==> src/rtl/mem_port_arbiter_pkg.sv <==
// mem_arb_pkg: shared definitions for the memory port arbiter.
//   arb_state_t          - arbiter FSM state encoding
//   SEL_IF / SEL_DM      - port-select codes used by the grant logic
//   STARVE_LIMIT_DEFAULT - default number of contended data grants before
//                          the fetch port is forced through
//   STARVE_CNT_W         - width of the starvation counter (limit is 1..15)
package mem_arb_pkg;

  typedef enum logic [1:0] {
    IDLE    = 2'd0,
    IF_BUSY = 2'd1,
    DM_BUSY = 2'd2
  } arb_state_t;

  localparam logic SEL_IF = 1'b0;
  localparam logic SEL_DM = 1'b1;

  localparam int STARVE_LIMIT_DEFAULT = 4;
  localparam int STARVE_CNT_W         = 4;

endpackage

==> src/rtl/mem_port_arbiter_starve_ctr.sv <==
// arb_starve_ctr: saturating counter that tracks how many data grants in a
// row have been given while a fetch was also waiting.
// Ports:
//   clk      - clock, rising edge
//   reset    - asynchronous active-high reset, clears the count
//   inc      - count one contended data grant
//   clr      - clear the count (fetch was granted); wins over inc
//   count    - current count, saturates at LIMIT
//   at_limit - count has reached LIMIT; fetch must win the next contention
module arb_starve_ctr
  import mem_arb_pkg::*;
#(
  parameter int LIMIT = STARVE_LIMIT_DEFAULT
) (
  input  logic                    clk,
  input  logic                    reset,
  input  logic                    inc,
  input  logic                    clr,
  output logic [STARVE_CNT_W-1:0] count,
  output logic                    at_limit
);

  localparam logic [STARVE_CNT_W-1:0] LIMIT_V = STARVE_CNT_W'(LIMIT);

  always_ff @(posedge clk or posedge reset) begin
    if (reset) begin
      count <= '0;
    end else if (clr) begin
      count <= '0;
    end else if (inc && (count != LIMIT_V)) begin
      count <= count + STARVE_CNT_W'(1);
    end
  end

  assign at_limit = (count == LIMIT_V);

endmodule

==> src/rtl/mem_port_arbiter.sv <==
// mem_port_arbiter: shares one single-port, variable-latency memory between
// the instruction fetch (IF) stage and the data access (MEM) stage.
// Data accesses win contention, except that after STARVE_LIMIT contended
// data grants in a row the fetch is granted. Fetches killed by a branch
// flush complete on the memory side but are never acknowledged.
// Ports:
//   clk, reset            - clock (rising edge), asynchronous active-high reset
//   if_req/if_addr        - fetch request, held until its if_ack cycle
//   if_rdata/if_ack       - fetched word and one-cycle completion pulse
//   dm_read/dm_write      - data read / write request (mutually exclusive)
//   dm_addr/dm_wdata      - data address and write data
//   dm_rdata/dm_ack       - read data and one-cycle completion pulse
//   flush                 - branch taken: kill the requested or in-flight fetch
//   mem_req/mem_we/mem_addr/mem_wdata - registered memory request
//   mem_rdata/mem_ready   - memory response, sampled only while mem_req=1
//   stall_if/stall_mem    - per-stage stall while a request is outstanding
module mem_port_arbiter
  import mem_arb_pkg::*;
#(
  parameter int AW           = 32,
  parameter int DW           = 32,
  parameter int STARVE_LIMIT = STARVE_LIMIT_DEFAULT
) (
  input  logic          clk,
  input  logic          reset,
  // fetch port
  input  logic          if_req,
  input  logic [AW-1:0] if_addr,
  output logic [DW-1:0] if_rdata,
  output logic          if_ack,
  // data port
  input  logic          dm_read,
  input  logic          dm_write,
  input  logic [AW-1:0] dm_addr,
  input  logic [DW-1:0] dm_wdata,
  output logic [DW-1:0] dm_rdata,
  output logic          dm_ack,
  // pipeline control
  input  logic          flush,
  // memory side
  output logic          mem_req,
  output logic          mem_we,
  output logic [AW-1:0] mem_addr,
  output logic [DW-1:0] mem_wdata,
  input  logic [DW-1:0] mem_rdata,
  input  logic          mem_ready,
  // stalls
  output logic          stall_if,
  output logic          stall_mem
);

  arb_state_t state;
  logic       discard;

  logic       dm_pending;
  logic       if_pending;
  logic       grant_valid;
  logic       grant_sel;
  logic       starve_inc;
  logic       starve_clr;
  logic       starve_at_limit;
  logic [STARVE_CNT_W-1:0] starve_cnt;

  // The ~ack terms stop a requester that is still showing its request in
  // its own ack cycle from being granted a second time.
  assign dm_pending = (dm_read | dm_write) & ~dm_ack;
  assign if_pending = if_req & ~if_ack & ~flush;

  assign stall_if  = if_req & ~if_ack;
  assign stall_mem = (dm_read | dm_write) & ~dm_ack;

  // Grant decision, only meaningful while the memory is free.
  always_comb begin
    grant_valid = 1'b0;
    grant_sel   = SEL_DM;
    if (state == IDLE) begin
      if (dm_pending && !(if_pending && starve_at_limit)) begin
        grant_valid = 1'b1;
        grant_sel   = SEL_DM;
      end else if (if_pending) begin
        grant_valid = 1'b1;
        grant_sel   = SEL_IF;
      end
    end
  end

  // Only a data grant that actually made a fetch wait counts as starvation.
  assign starve_inc = grant_valid & (grant_sel == SEL_DM) & if_pending;
  assign starve_clr = grant_valid & (grant_sel == SEL_IF);

  arb_starve_ctr #(
    .LIMIT (STARVE_LIMIT)
  ) u_starve_ctr (
    .clk      (clk),
    .reset    (reset),
    .inc      (starve_inc),
    .clr      (starve_clr),
    .count    (starve_cnt),
    .at_limit (starve_at_limit)
  );

  always_ff @(posedge clk or posedge reset) begin
    if (reset) begin
      state     <= IDLE;
      mem_req   <= 1'b0;
      mem_we    <= 1'b0;
      mem_addr  <= '0;
      mem_wdata <= '0;
      if_rdata  <= '0;
      dm_rdata  <= '0;
      if_ack    <= 1'b0;
      dm_ack    <= 1'b0;
      discard   <= 1'b0;
    end else begin
      // Acks are single-cycle pulses.
      if_ack <= 1'b0;
      dm_ack <= 1'b0;

      case (state)
        IDLE: begin
          if (grant_valid) begin
            mem_req <= 1'b1;
            if (grant_sel == SEL_DM) begin
              mem_we    <= dm_write;
              mem_addr  <= dm_addr;
              mem_wdata <= dm_wdata;
              state     <= DM_BUSY;
            end else begin
              mem_we   <= 1'b0;
              mem_addr <= if_addr;
              state    <= IF_BUSY;
            end
          end
        end

        IF_BUSY: begin
          if (mem_ready) begin
            mem_req <= 1'b0;
            state   <= IDLE;
            discard <= 1'b0;
            // A flush arriving on the completion edge kills the fetch too.
            if (!discard && !flush) begin
              if_rdata <= mem_rdata;
              if_ack   <= 1'b1;
            end
          end else if (flush) begin
            discard <= 1'b1;
          end
        end

        DM_BUSY: begin
          if (mem_ready) begin
            mem_req <= 1'b0;
            state   <= IDLE;
            dm_ack  <= 1'b1;
            if (!mem_we) begin
              dm_rdata <= mem_rdata;
            end
          end
        end

        default: begin
          state   <= IDLE;
          mem_req <= 1'b0;
        end
      endcase
    end
  end

endmodule
==> config.mk <==
export PLATFORM = sky130hd
export DESIGN_NAME = mem_port_arbiter
export DESIGN_NICKNAME = d
export VERILOG_FILES = /design/src/rtl/mem_port_arbiter_pkg.sv /design/src/rtl/mem_port_arbiter_starve_ctr.sv /design/src/rtl/mem_port_arbiter.sv
export SDC_FILE = /design/constraint.sdc
export NUM_CORES = 1
export LEC_CHECK = 0
export ABC_AREA = 1
export BUFFER_PORTS_ARGS = -buffer_cell sky130_fd_sc_hd__buf_4
export CAP_MARGIN = 20
export CORE_MARGIN = 2
export CORE_UTILIZATION = 47
export CTS_CLUSTER_SIZE = 40
export DETAILED_ROUTE_END_ITERATION = 8
export GPL_TIMING_DRIVEN = 0
export PLACE_DENSITY = 0.88
export SYNTH_ARGS = -nofsm -noshare
export SYNTH_HDL_FRONTEND = slang
export SYNTH_SLANG_ARGS = --single-unit
==> constraint.sdc <==
create_clock -name clk -period 6.4 [get_ports clk]
set_input_delay 1.28 -clock clk [delete_from_list [all_inputs] [get_ports clk]]
set_output_delay 1.28 -clock clk [all_outputs]
set_load 0.02 [all_outputs]
* Word level (Yosys, flattened, before mapping)
Cells that the tools add are included.
** Word-level totals
- Input port bits :: 135
- Logic and storage cells :: 71
- Bits in registers :: 139
- Output and inout bits :: 134
** Operators by class
- Mux-type cells :: 24
- Add/subtract/negate cells :: 1
- Bitwise gates (word level) :: 12
- Reductions and logical operators :: 17
- Equality and inequality tests :: 6
** Operators by type and width (number)
- $mux W32 :: 1
- $mux W1 :: 16
- $reduce_and A3 Y1 :: 3
- $mux W4 :: 2
- $and A1 B1 Y1 :: 6
- $mux W2 :: 3
- $reduce_and A2 Y1 :: 3
- $not A1 Y1 :: 5
- $add A4 B1 Y4 const B :: 1
- $eq A4 B3 Y1 const B :: 1
- $logic_and A1 B1 Y1 :: 4
- $ne A4 B3 Y1 const B :: 1
- $pmux W2 S2 :: 1
- $reduce_bool A2 Y1 :: 2
- $logic_not A1 Y1 :: 3
- $eq A2 B1 Y1 const B :: 1
- $eq A2 B2 Y1 const B :: 1
- $logic_not A2 Y1 :: 1
- $ne A2 B1 Y1 const B :: 1
- $ne A2 B2 Y1 const B :: 1
- $pmux W1 S2 :: 1
- $reduce_or A2 Y1 :: 1
- $or A1 B1 Y1 :: 1

* Logic depth before layout (Yosys ltp)
- Word-level depth :: 13
- Depth in mapped cells :: 9
- Depth with buffers taken out :: 8

* Modules after synthesis
A second synthesis with hierarchy kept.
** Unflattened totals
- Cells, all modules :: 640
- Area total of the unflattened synthesis :: 5793.1 µm²
** By module, submodules not included
- mem_port_arbiter :: seq. area each 3378.2 µm², cells each 607, area each 5536.6 µm², times used 1
- arb_starve_ctr :: seq. area each 100.1 µm², cells each 33, area each 256.5 µm², times used 1

* Worst setup path before layout
OpenSTA, ideal clock, no wires.
- Path type :: input -> output
- Start point :: input if_req
- End point :: output stall_if
- Stages on the path :: 2
- Path slack :: 3.540 ns
- Arrival :: 1.580 ns
- Path through :: inv_1 nor2_1
** On the way
- Cells in the longest elaborated chain, start to end :: 1
** Ends and longest elaborated chain
- start, declared :: line mem_port_arbiter.sv:27 : input logic if_req,
- $and A1 B1 Y1 :: line mem_port_arbiter.sv:69 : assign stall_if = if_req & ~if_ack;
- end, declared :: line mem_port_arbiter.sv:48 : output logic stall_if,
No other way between the ends.

* Final worst setup path
- Start point :: input dm_write
- End point :: output stall_mem
** On the way
- Cells in the longest elaborated chain, start to end :: 2
** Ends and longest elaborated chain
- start, declared :: line mem_port_arbiter.sv:33 : input logic dm_write,
- $or A1 B1 Y1 :: line mem_port_arbiter.sv:70 : assign stall_mem = (dm_read | dm_write) & ~dm_ack;
- $and A1 B1 Y1 :: line mem_port_arbiter.sv:70
- end, declared :: line mem_port_arbiter.sv:49 : output logic stall_mem
No other way between the ends.

==> summary.md <==
| Metric | Value |
|---|---|
| Outcome | `complete, no violations` |
| Clock Power Share | `0.233` |
| Power Internal | `2.818 mW` |
| Hold Path Class | `flip-flop to flip-flop` |
| #FFs+latches synth | `139` |
| DIE AREA | `13760 sq um` |
| Total GRT Usage | `0.2650` |
| Fin crit share | `0.4725` |
| CORE AREA | `between 10000 and 15000 sq um` |
| Port bufs | `~270` |
| Slew @ Worst Pin | `0.5930 ns` |
| Root buf cell | `clkbuf_16` |
| Clk Latency, worst-skew pair | `0.41 ns` |
| Number of global-route vias before repair | `between 5000 and 6000` |
| Post-synthesis sequential area ratio | `0.5764` |
| GPL Wtd Cong | `around 0.85` |
| # diodes | `0` |
| Final setup violation count | `0` |
| Switching share of total power | `0.3954` |
| Final min period | `3.024 ns` |
| Power per Cell Area | `~520 nW/um^2` |
| Pin count of the biggest net entering global routing | `74` |
| Drt total wl | `17790 microns` |
| # nets final | `1151` |
| DP HPWL | `13130 microns` |
| Synth Warn # | `0` |
| Crit path capture type | `output port` |
| Seq pwr share | `0.324` |
| Final Hold Viols | `0` |
| Average wire per standard cell | `14.88 microns` |
| Cts bufs inserted | `17` |
| Share of cells above drive strength 1 | `0.3262` |
| Post-DP Area | `8294 sq um` |
| Die width | `117.3 microns` |
| Sink Count | `139` |
| Max-slew violation count | `0` |
| Setup CP Type | `input port to output port` |
| RSZ-0062 raised after global routing | `no` |
| CTS hold repair buffers | `0` |
| H-tree Lvls | `4` |
| Via count | `5854` |
| Post-CTS sizing | `0` |
| Lkg Pwr | `5.152 nW` |
| Post-synthesis cell count | `723` |
| Post-CTS Setup Bufs | `0` |
| Fill count | `974` |
| Worst-case clock buffer depth | `2` |
| Die Ht | `~120 microns` |
| Maximum VDD drop | `0.3263 mV` |
| Post-route ant nets | `0` |
| WP data arrival | `1.74 ns` |
| CP required | `5.12 ns` |
| Critical-path maximum fanout | `3` |
| Syn avg cell area | `between 8 and 9 sq um` |
| Comb power frac | `0.443` |
| Num rows | `41` |
| Max-Cap Viols | `0` |
| Overall power | `4.660 mW` |
| First-pass GRT wire length | `29250 microns` |
| Reg clk slew, reported paths | `0.06 ns` |
| F_max | `approximately 330 MHz` |
| P_sw | `between 1.5 and 2 mW` |
| Cell area after layout | `8956 sq um` |
| DRT Pass-1 Iters | `5` |
| CTS tree | `built` |
| Initial DRC count | `341` |
| Initial antenna violation count | `0` |
| I/O pins | `between 200 and 300` |
| Mapped Nets | `roughly 860` |
| DR DRC count | `0` |
| Sum Neg Setup Slack | `0 ns` |
| DR vias/cell | `about 4.9` |
| Max_slew headroom | `0.6047` |
| Mapped Area | `6035 sq um` |
| Worst setup SP type | `input port` |
| GR Overflow Total | `0` |
| Synth-to-Final Area Change | `48.41%` |
| Yosys cell types | `22` |
| Worst Skew | `0.008561 ns` |
| Starting Density | `0.4801` |
[Yosys cell counts]
library cell / count / area (sq um)
nand2_1: 235 / 882.1
dfrtp_1: 139 / 3478
inv_1: 112 / 420.4
nand3_1: 105 / 525.5
o21ai_0: 68 / 340.3
buf_2: 18 / 90.09
clkbuf_1: 13 / 48.80
buf_4: 6 / 45.04
ha_1: 5 / 62.56
nor2_1: 4 / 15.01
a21oi_1: 3 / 15.01
buf_1: 2 / 7.510
nand2_2: 2 / 12.51
nor2_2: 2 / 12.51
o21ai_1: 2 / 10.01
a21oi_4: 1 / 16.27
buf_6: 1 / 11.26
inv_2: 1 / 3.750
nand2_4: 1 / 11.26
nand3_2: 1 / 10.01
nor3_1: 1 / 5.000
o21bai_2: 1 / 11.26
[final timing paths]
check | slack, ns | cells past startpoint | endpoint | from
max | 3.38 | 4 | stall_mem | dm_write
min | 0.47 | 2 | mem_wdata[4] | mem_wdata[4]
max reg2reg | 4.61 | 8 | dm_rdata[18] | state[0]
min reg2reg | 0.47 | 2 | mem_wdata[4] | mem_wdata[4]
max in group asynchronous | 4.67 | 3 | dm_rdata[21] | reset
min in group asynchronous | 0.97 | 2 | if_rdata[13] | reset
[cells in the final DEF (no fill, tap or decap)]
cell type / synthesis / layout
a21oi_1: 3 / 3
a21oi_4: 1 / 1
buf_1: 2 / 2
buf_16: 0 / 1
buf_2: 18 / 18
buf_4: 6 / 274
buf_6: 1 / 1
bufinv_16: 0 / 5
clkbuf_1: 13 / 15
clkbuf_16: 0 / 17
clkbuf_8: 0 / 3
clkinv_2: 0 / 1
clkinv_4: 0 / 2
clkinvlp_4: 0 / 2
dfrtp_1: 139 / 139
ha_1: 5 / 5
inv_1: 112 / 111
inv_2: 1 / 1
inv_6: 0 / 1
nand2_1: 235 / 235
nand2_2: 2 / 2
nand2_4: 1 / 1
nand3_1: 105 / 105
nand3_2: 1 / 1
nor2_1: 4 / 4
nor2_2: 2 / 2
nor3_1: 1 / 1
o21ai_0: 68 / 68
o21ai_1: 2 / 2
o21bai_2: 1 / 1
[state kept, by name (all words and copies together) (netlist names), 2 cells and up]
signal / cells
state: 2
if_rdata: 32
u_starve_ctr.count: 4
mem_addr: 32
dm_rdata: 32
mem_wdata: 32
[metal layers]
layer,vias up,track usage,share of wire
met5,-,0,0
met3,37,0.08512,0.085
met4,0,0.1190,0.030
met2,260,0.4441,0.49
li1,2808,-,-
met1,2749,0.3120,0.39
[final cells by class]
type,instances,area (sq um),area share
sequential,139,3478,0.3884
timing repair buffer,269,2039,0.2277
multi-input combinational,431,1929,0.2154
clock buffer,22,474.2,0.05295
inverter,113,429.2,0.04792
tap,172,215.2,0.02403
buffer,40,202.7,0.02263
clock inverter,10,187.7,0.02096
[power groups by stage]
stage	logic, mW	clock network, mW	registers [mW]
after floorplan	0.702	0	1.94
after global placement	2.02	0	1.50
after detailed placement	2.08	0	1.50
after CTS	2.08	1.10	1.50
after global routing	2.25	1.14	1.55
final	2.07	1.09	1.51
[through the flow]
stage | util | std cells | setup slack (ns) | hold slack, ns
final | 0.7126 | 1196 | 3.376 | 0.4733
after CTS | 0.7126 | 1196 | 3.372 | 0.4736
after floorplan | - | 723 | 1.395 | 0.4663
after global routing | 0.7126 | 1196 | 3.369 | 0.4906
after detailed placement | 0.6599 | 1164 | 3.372 | 0.4591
after global placement | 0.6573 | 1163 | -0.1256 | 0.4554
[cells by family after synthesis]
kind of cell,Yosys count,synth area share
buffers and inverters,153,0.1039
and+or+nand+nor,351,0.2442
adders and majority gates,5,0.01037
AOI/OAI and AO/OA,75,0.06511
DFF,139,0.5764
[critical path, cell delays in order]
cell    delay [ns]
buf_4         0.12
nor2_1        0.12
nor2_2        0.06
buf_4         0.16
(Power assumes the default switching activity.)
